===== src/rtl/vga_framebuffer_fetch.sv =====
// Frame-buffer fetcher: issues credit-limited AXI read bursts over a frame and streams beats into a pixel FIFO.
// Optional feature macro VGA_FETCH_RESP_CHECK_EN: non-OKAY read responses set a sticky error and push zero pixels.
module vga_framebuffer_fetch #(
  parameter int  BURST_LEN       = 16,
  parameter int  FIFO_DEPTH      = 1023,
  parameter int  MAX_OUTSTANDING = 2,
  localparam int CW              = $clog2(FIFO_DEPTH + 1),
  localparam int OW              = $clog2(MAX_OUTSTANDING + 1)
) (
  input  logic          clk_i,
  input  logic          rst_i,
  input  logic          enable_i,
  input  logic [31:0]   frame_base_i,
  input  logic [31:0]   frame_size_i,
  output logic          axi_arvalid_o,
  input  logic          axi_arready_i,
  output logic [31:0]   axi_araddr_o,
  output logic [7:0]    axi_arlen_o,
  output logic [1:0]    axi_arburst_o,
  output logic [3:0]    axi_arid_o,
  input  logic          axi_rvalid_i,
  output logic          axi_rready_o,
  input  logic [31:0]   axi_rdata_i,
  input  logic [1:0]    axi_rresp_i,
  input  logic          axi_rlast_i,
  output logic [31:0]   fifo_data_o,
  output logic          fifo_push_o,
  input  logic          fifo_accept_i,
  input  logic          fifo_pop_i,
  output logic          frame_start_o,
  output logic          error_o,
  output logic [1:0]    dbg_state_o,
  output logic [CW-1:0] dbg_credit_o
);

  // dbg_state_o encoding: 0 = IDLE, 1 = ACTIVE, 2 = DRAIN.
  typedef enum logic [1:0] {IDLE = 2'd0, ACTIVE = 2'd1, DRAIN = 2'd2} state_e;

  localparam logic [31:0]   BURST_BYTES = 32'(BURST_LEN * 4);
  localparam logic [CW:0]   BURST_W     = (CW + 1)'(BURST_LEN);
  localparam logic [CW:0]   DEPTH_W     = (CW + 1)'(FIFO_DEPTH);
  localparam logic [OW-1:0] MAX_OUT_W   = OW'(MAX_OUTSTANDING);

  state_e        state_q;
  logic [31:0]   base_q, size_q, offset_q, araddr_q, next_off;
  logic          arvalid_q;
  logic [CW-1:0] credit_q, credit_d;
  logic [CW:0]   credit_sum;
  logic [OW-1:0] out_q, out_d;
  logic          ar_hs, r_hs, rlast_hs, can_issue;

  // Handshakes complete on a rising edge where valid and ready are both high; a raised
  // valid with its payload is never withdrawn or altered until that edge.
  assign ar_hs    = arvalid_q & axi_arready_i;
  assign r_hs     = axi_rvalid_i & fifo_accept_i;
  assign rlast_hs = r_hs & axi_rlast_i;
  assign next_off = offset_q + BURST_BYTES;

  assign can_issue = (state_q == ACTIVE) && enable_i && !arvalid_q &&
                     ({1'b0, credit_q} >= BURST_W) && (out_q < MAX_OUT_W);

  always_comb begin
    credit_sum = {1'b0, credit_q} + (CW + 1)'(fifo_pop_i);
    if (ar_hs) credit_sum = credit_sum - BURST_W;
    // Pops beyond the FIFO capacity cannot return more credit than exists.
    credit_d = (credit_sum > DEPTH_W) ? DEPTH_W[CW-1:0] : credit_sum[CW-1:0];
  end

  always_comb begin
    out_d = out_q;
    if (ar_hs && !rlast_hs)
      out_d = out_q + OW'(1);
    else if (!ar_hs && rlast_hs && out_q != '0)
      out_d = out_q - OW'(1);
  end

  always_ff @(posedge clk_i or negedge rst_i) begin
    if (!rst_i) begin
      state_q   <= IDLE;
      base_q    <= '0;
      size_q    <= '0;
      offset_q  <= '0;
      araddr_q  <= '0;
      arvalid_q <= 1'b0;
      credit_q  <= DEPTH_W[CW-1:0];
      out_q     <= '0;
    end else begin
      credit_q <= credit_d;
      out_q    <= out_d;
      case (state_q)
        IDLE: if (enable_i) begin
          state_q  <= ACTIVE;
          base_q   <= frame_base_i;
          size_q   <= frame_size_i;
          offset_q <= '0;
        end
        ACTIVE: if (!enable_i) state_q <= DRAIN;
        // A request still waiting for arready must complete before going idle.
        DRAIN: if (out_q == '0 && !arvalid_q) state_q <= IDLE;
        default: state_q <= IDLE;
      endcase
      if (ar_hs) begin
        arvalid_q <= 1'b0;
        if (next_off >= size_q) begin
          offset_q <= '0;
          base_q   <= frame_base_i;
          size_q   <= frame_size_i;
        end else begin
          offset_q <= next_off;
        end
      end else if (can_issue) begin
        arvalid_q <= 1'b1;
        araddr_q  <= base_q + offset_q;
      end
    end
  end

  assign axi_arvalid_o = arvalid_q;
  assign axi_araddr_o  = araddr_q;
  assign axi_arlen_o   = 8'(BURST_LEN - 1);
  assign axi_arburst_o = 2'b01;
  assign axi_arid_o    = 4'd0;
  assign axi_rready_o  = fifo_accept_i;
  assign fifo_push_o   = r_hs;
  assign frame_start_o = ar_hs && (offset_q == '0);
  assign dbg_state_o   = state_q;
  assign dbg_credit_o  = credit_q;

`ifdef VGA_FETCH_RESP_CHECK_EN
  logic error_q;

  always_ff @(posedge clk_i or negedge rst_i) begin
    if (!rst_i)
      error_q <= 1'b0;
    else if (r_hs && axi_rresp_i != 2'b00)
      error_q <= 1'b1;
  end

  assign error_o     = error_q;
  assign fifo_data_o = (axi_rresp_i != 2'b00) ? 32'h0 : axi_rdata_i;
`else
  logic unused_resp;

  assign unused_resp = ^axi_rresp_i;
  assign error_o     = 1'b0;
  assign fifo_data_o = axi_rdata_i;
`endif

endmodule


===== config.mk =====
export PLATFORM = sky130hd
export DESIGN_NAME = vga_framebuffer_fetch
export DESIGN_NICKNAME = d
export VERILOG_FILES = /design/src/rtl/vga_framebuffer_fetch.sv
export SDC_FILE = /design/constraint.sdc
export NUM_CORES = 1
export LEC_CHECK = 0
export ABC_AREA = 1
export CAP_MARGIN = 15
export CORE_ASPECT_RATIO = 1.5
export CORE_UTILIZATION = 35
export CTS_CLUSTER_DIAMETER = 100
export CTS_CLUSTER_SIZE = 40
export DETAILED_ROUTE_END_ITERATION = 8
export GPL_TIMING_DRIVEN = 0
export SETUP_SLACK_MARGIN = 0.3
export SKIP_LAST_GASP = 1
export SLEW_MARGIN = 20
export SYNTH_ARGS = -nofsm -noshare
export SYNTH_HDL_FRONTEND = slang
export SYNTH_SLANG_ARGS = --single-unit

===== constraint.sdc =====
create_clock -name clk_i -period 3.6 [get_ports clk_i]
set_clock_uncertainty 0.15 [all_clocks]
set_input_delay 0.54 -clock clk_i [delete_from_list [all_inputs] [get_ports clk_i]]
set_output_delay 0.54 -clock clk_i [all_outputs]
set_load 0.1 [all_outputs]

==> results of run 1 <==
synthesized netlist by cell type (19+ instances only):
cell type and instances:
clkbuf_1 19, dfrtp_1 127, ha_1 56, nand3_1 140, o21ai_0 67, inv_1 192
buf_2 25, a21oi_1 28, nand4_1 23, nand2_1 629, nor2_1 84, buf_4 48
sequential cells by signal, summed over array words and instances (netlist names):
| register | cells |
|---|---|
| axi_araddr_o | 32 |
| axi_arvalid_o | 1 |
| base_q | 32 |
| dbg_credit_o | 10 |
| dbg_state_o | 2 |
| offset_q | 26 |
| out_q | 2 |
| size_q | 32 |
worst max path at each step:
stage / from / to / cells after the start
after floorplan: axi_arvalid_o / frame_start_o / 6
after global placement: rst_i / axi_arvalid_o / 1
after detailed placement: offset_q[6] / base_q[28] / 16
after CTS: offset_q[15] / base_q[8] / 20
after global routing: offset_q[7] / size_q[26] / 21
final: axi_arready_i / frame_start_o / 8
tightest hold or removal path, cell delays in order (launching register included):
cell and delay (ns):
dfrtp_1 0.34, nand2_1 0.05, nand2_1 0.05
cell type report:
cell class              count  area [um^2]
well taps                 390        488.0
fillers                  2893        15040
multi-input cells        1140         5754
inverters                 198        750.7
clock inverters            13        202.7
repair buffers            184         1844
flip-flops and latches    137         3468
plain buffers              94        641.9
clock buffers              18        429.2
power by group:
part           leakage, uW  internal (uW)  switching (uW)  total (uW)
combinational      0.00512           1420            3700        5120
clock             0.000306           1220             704        1920
sequential         0.00169           2170             353        2520
total              0.00712           4810            4760        9570
stage by stage:
step | hold WS, ns | cell area, um^2 | total power (uW) | worst slack, ns | TNS (ns)
after floorplan | 0.09441 | 10220 | 6271 | 0.5403 | 0
after global placement | 0.3113 | 12220 | 7507 | -4.567 | -568.43
after detailed placement | 0.3153 | 12260 | 7577 | -0.5038 | -37.71
after CTS | 0.3325 | 13020 | 9585 | 0.2995 | 0
after global routing | 0.3443 | 13580 | 10180 | 0.2519 | 0
final | 0.3252 | 13580 | 9566 | 0.3913 | 0
timing repair:
action	CTS	global route
resized for setup	29	93
setup endpoints to repair	91	91
pin swaps	4	18
hold endpoints to repair	77	0
cloned	0	5
hold buffers	1	0
buffers inserted	5	23
cells by family after synthesis:
group / Yosys count
flip-flops: 137
AND/OR/NAND/NOR: 924
other: 2
buffers and inverters: 292
adder cells (fa/ha/maj): 56
AO/OA/AOI/OAI: 115
multiplexers: 1
XOR/XNOR: 27
metal layers:
metal	track usage	vias to the layer above	routed length, um
met5	0	-	0
met3	0.03174	66	1181
li1	-	5258	-
met4	0.1154	0	1436
met1	0.2436	4750	12590
met2	0.4070	275	17040
==> flow_metrics.env, run 1 <==
export IMPL_status="finished clean"
export IMPL_reg2reg_setup_slack_ns=0.42
export IMPL_antenna_found_initial=0
export IMPL_synth_top_family_by_area="simple AND/OR/NAND/NOR gates"
export IMPL_path_cells="clkdlybuf4s50_1 > nand2_1 > inv_4 > nand3_1 > nor2_1 > nand3_1 > nor4_4 > buf_6"
export IMPL_instances_no_fill=2174
export IMPL_drtPass1Iterations=7
export IMPL_final_common_cell="nand2_1"
export IMPL_endpoint_kind="output pin"
export IMPL_synth_edf_count=0
export IMPL_die_h_um=210.7
export IMPL_synth_cell_types=39
export IMPL_synthXorXnorAreaFrac=0.02328
export IMPL_reg2reg_to="size_q[29]"
export IMPL_wirelength_um=32250
export IMPL_die_w_um=141.1
export IMPL_vdd_drop_max_v=0.0004094
export IMPL_worstReg2RegStart="offset_q[6]"
export IMPL_reg2reg_depth=18
export IMPL_h_tree_depth=4
export IMPL_area_delta_synth_final_pct=33.66
export IMPL_track_usage=0.2210
export IMPL_postSynthCellCount=1554
export IMPL_cap_viol_max_count=0
export IMPL_grt_overflow=0
export IMPL_ys_ff_latch=137
export IMPL_cts_num_sinks=137
export IMPL_slowest_stage="clkdlybuf4s50_1"
export IMPL_grt_pass1_wl_um=50370
export IMPL_rows=76
export IMPL_fp_coreArea_um2=28620
export IMPL_async_flop_share=1.000
export IMPL_yosys_area_share_simple=0.3788
export IMPL_synthMuxAreaShare=0.0009852
export IMPL_synth_warnings=0
export IMPL_root_buffer="clkbuf_16"
export IMPL_critical_path_required_ns=2.91
export IMPL_viasPerCell=4.760
export IMPL_whs_endpoint="axi_araddr_o[31]"
export IMPL_worst_setup_path_type="in2out"
export IMPL_clock_latency_ns=0.44
export IMPL_die_area_um2=29730
export IMPL_numPlacedInstances=2109
export IMPL_dr_total_vias=10349
export IMPL_hold_start="axi_araddr_o[31]"
export IMPL_grt_pass1_vias=9849
export IMPL_cts_path_max_buffers=2
export IMPL_synth_compound_area_share=0.05948
export IMPL_drc=0
export IMPL_max_freq_mhz=311.7
export IMPL_power_leakage_uw=0.007120
export IMPL_p_per_area_nw_per_um2=704.4
export IMPL_antenna_cells=0
export IMPL_crit_buf_inv=3
export IMPL_synth_avg_cell_area_um2=6.538
export IMPL_avgRoutedWirePerCell_um=14.83
export IMPL_cpMostUsedCell="nand3_1"
export IMPL_layout_min_cycle_time_ns=3.209
export IMPL_hold_viol_final=0
export IMPL_drt_iter0_drc=647
export IMPL_period_share=0.8913
export IMPL_ant_nets=0
export IMPL_cts_buffers=17
export IMPL_yosysTopAreaCell="dfrtp_1"
export IMPL_cpPeakStageDelay_ns=0.47
export IMPL_globalplace_congestion=0.9129
export IMPL_io_pins=201
export IMPL_ys_seq_area_frac=0.3387
export IMPL_final_nets=1934
export IMPL_hold_path_depth=2
export IMPL_synthTopCellsByArea="dfrtp_1 31%, nand2_1 23%, inv_1 7.1%"
export IMPL_syn_area_um2=10160
export IMPL_arrival_ns=2.52
export IMPL_setup_viol=0
export IMPL_hpwl_um=24970
export IMPL_place_port_buffers=151
export IMPL_layout_common_cells="621 x nand2_1, 190 x inv_1, 149 x clkdlybuf4s50_1"
export IMPL_crit_fanout=9
export IMPL_ys_flop_type="dfrtp_1"
export IMPL_timing_slew_headroom=0.3429
export IMPL_clk_pin_slew_ns=0.05
export IMPL_critical_path_top_delay_family="buffers and inverters"
export IMPL_netlist_area_leader_share=0.3128
export IMPL_cts_tree="done"
export IMPL_utilization=0.4744
export IMPL_min_path_type="reg2reg"
export IMPL_initial_core_util=0.3550
export IMPL_cp_start_kind="primary input"
export IMPL_worstMarginPinSlew_ns=0.9825
export IMPL_drv_slew=0
export IMPL_yosys_area_share_adder=0.06897
export IMPL_drive_gt1_frac=0.1362
export IMPL_grt_max_degree=84
export IMPL_rsz0062_at_grt="false"
No activity file was read; power rests on OpenSTA's default activity.
==> inputs of run 2 (changes only) <==
CAP_MARGIN = unset   (was 15)
==> results of run 2 <==
Final layout, timing and power as in run 1 (identical DEF).
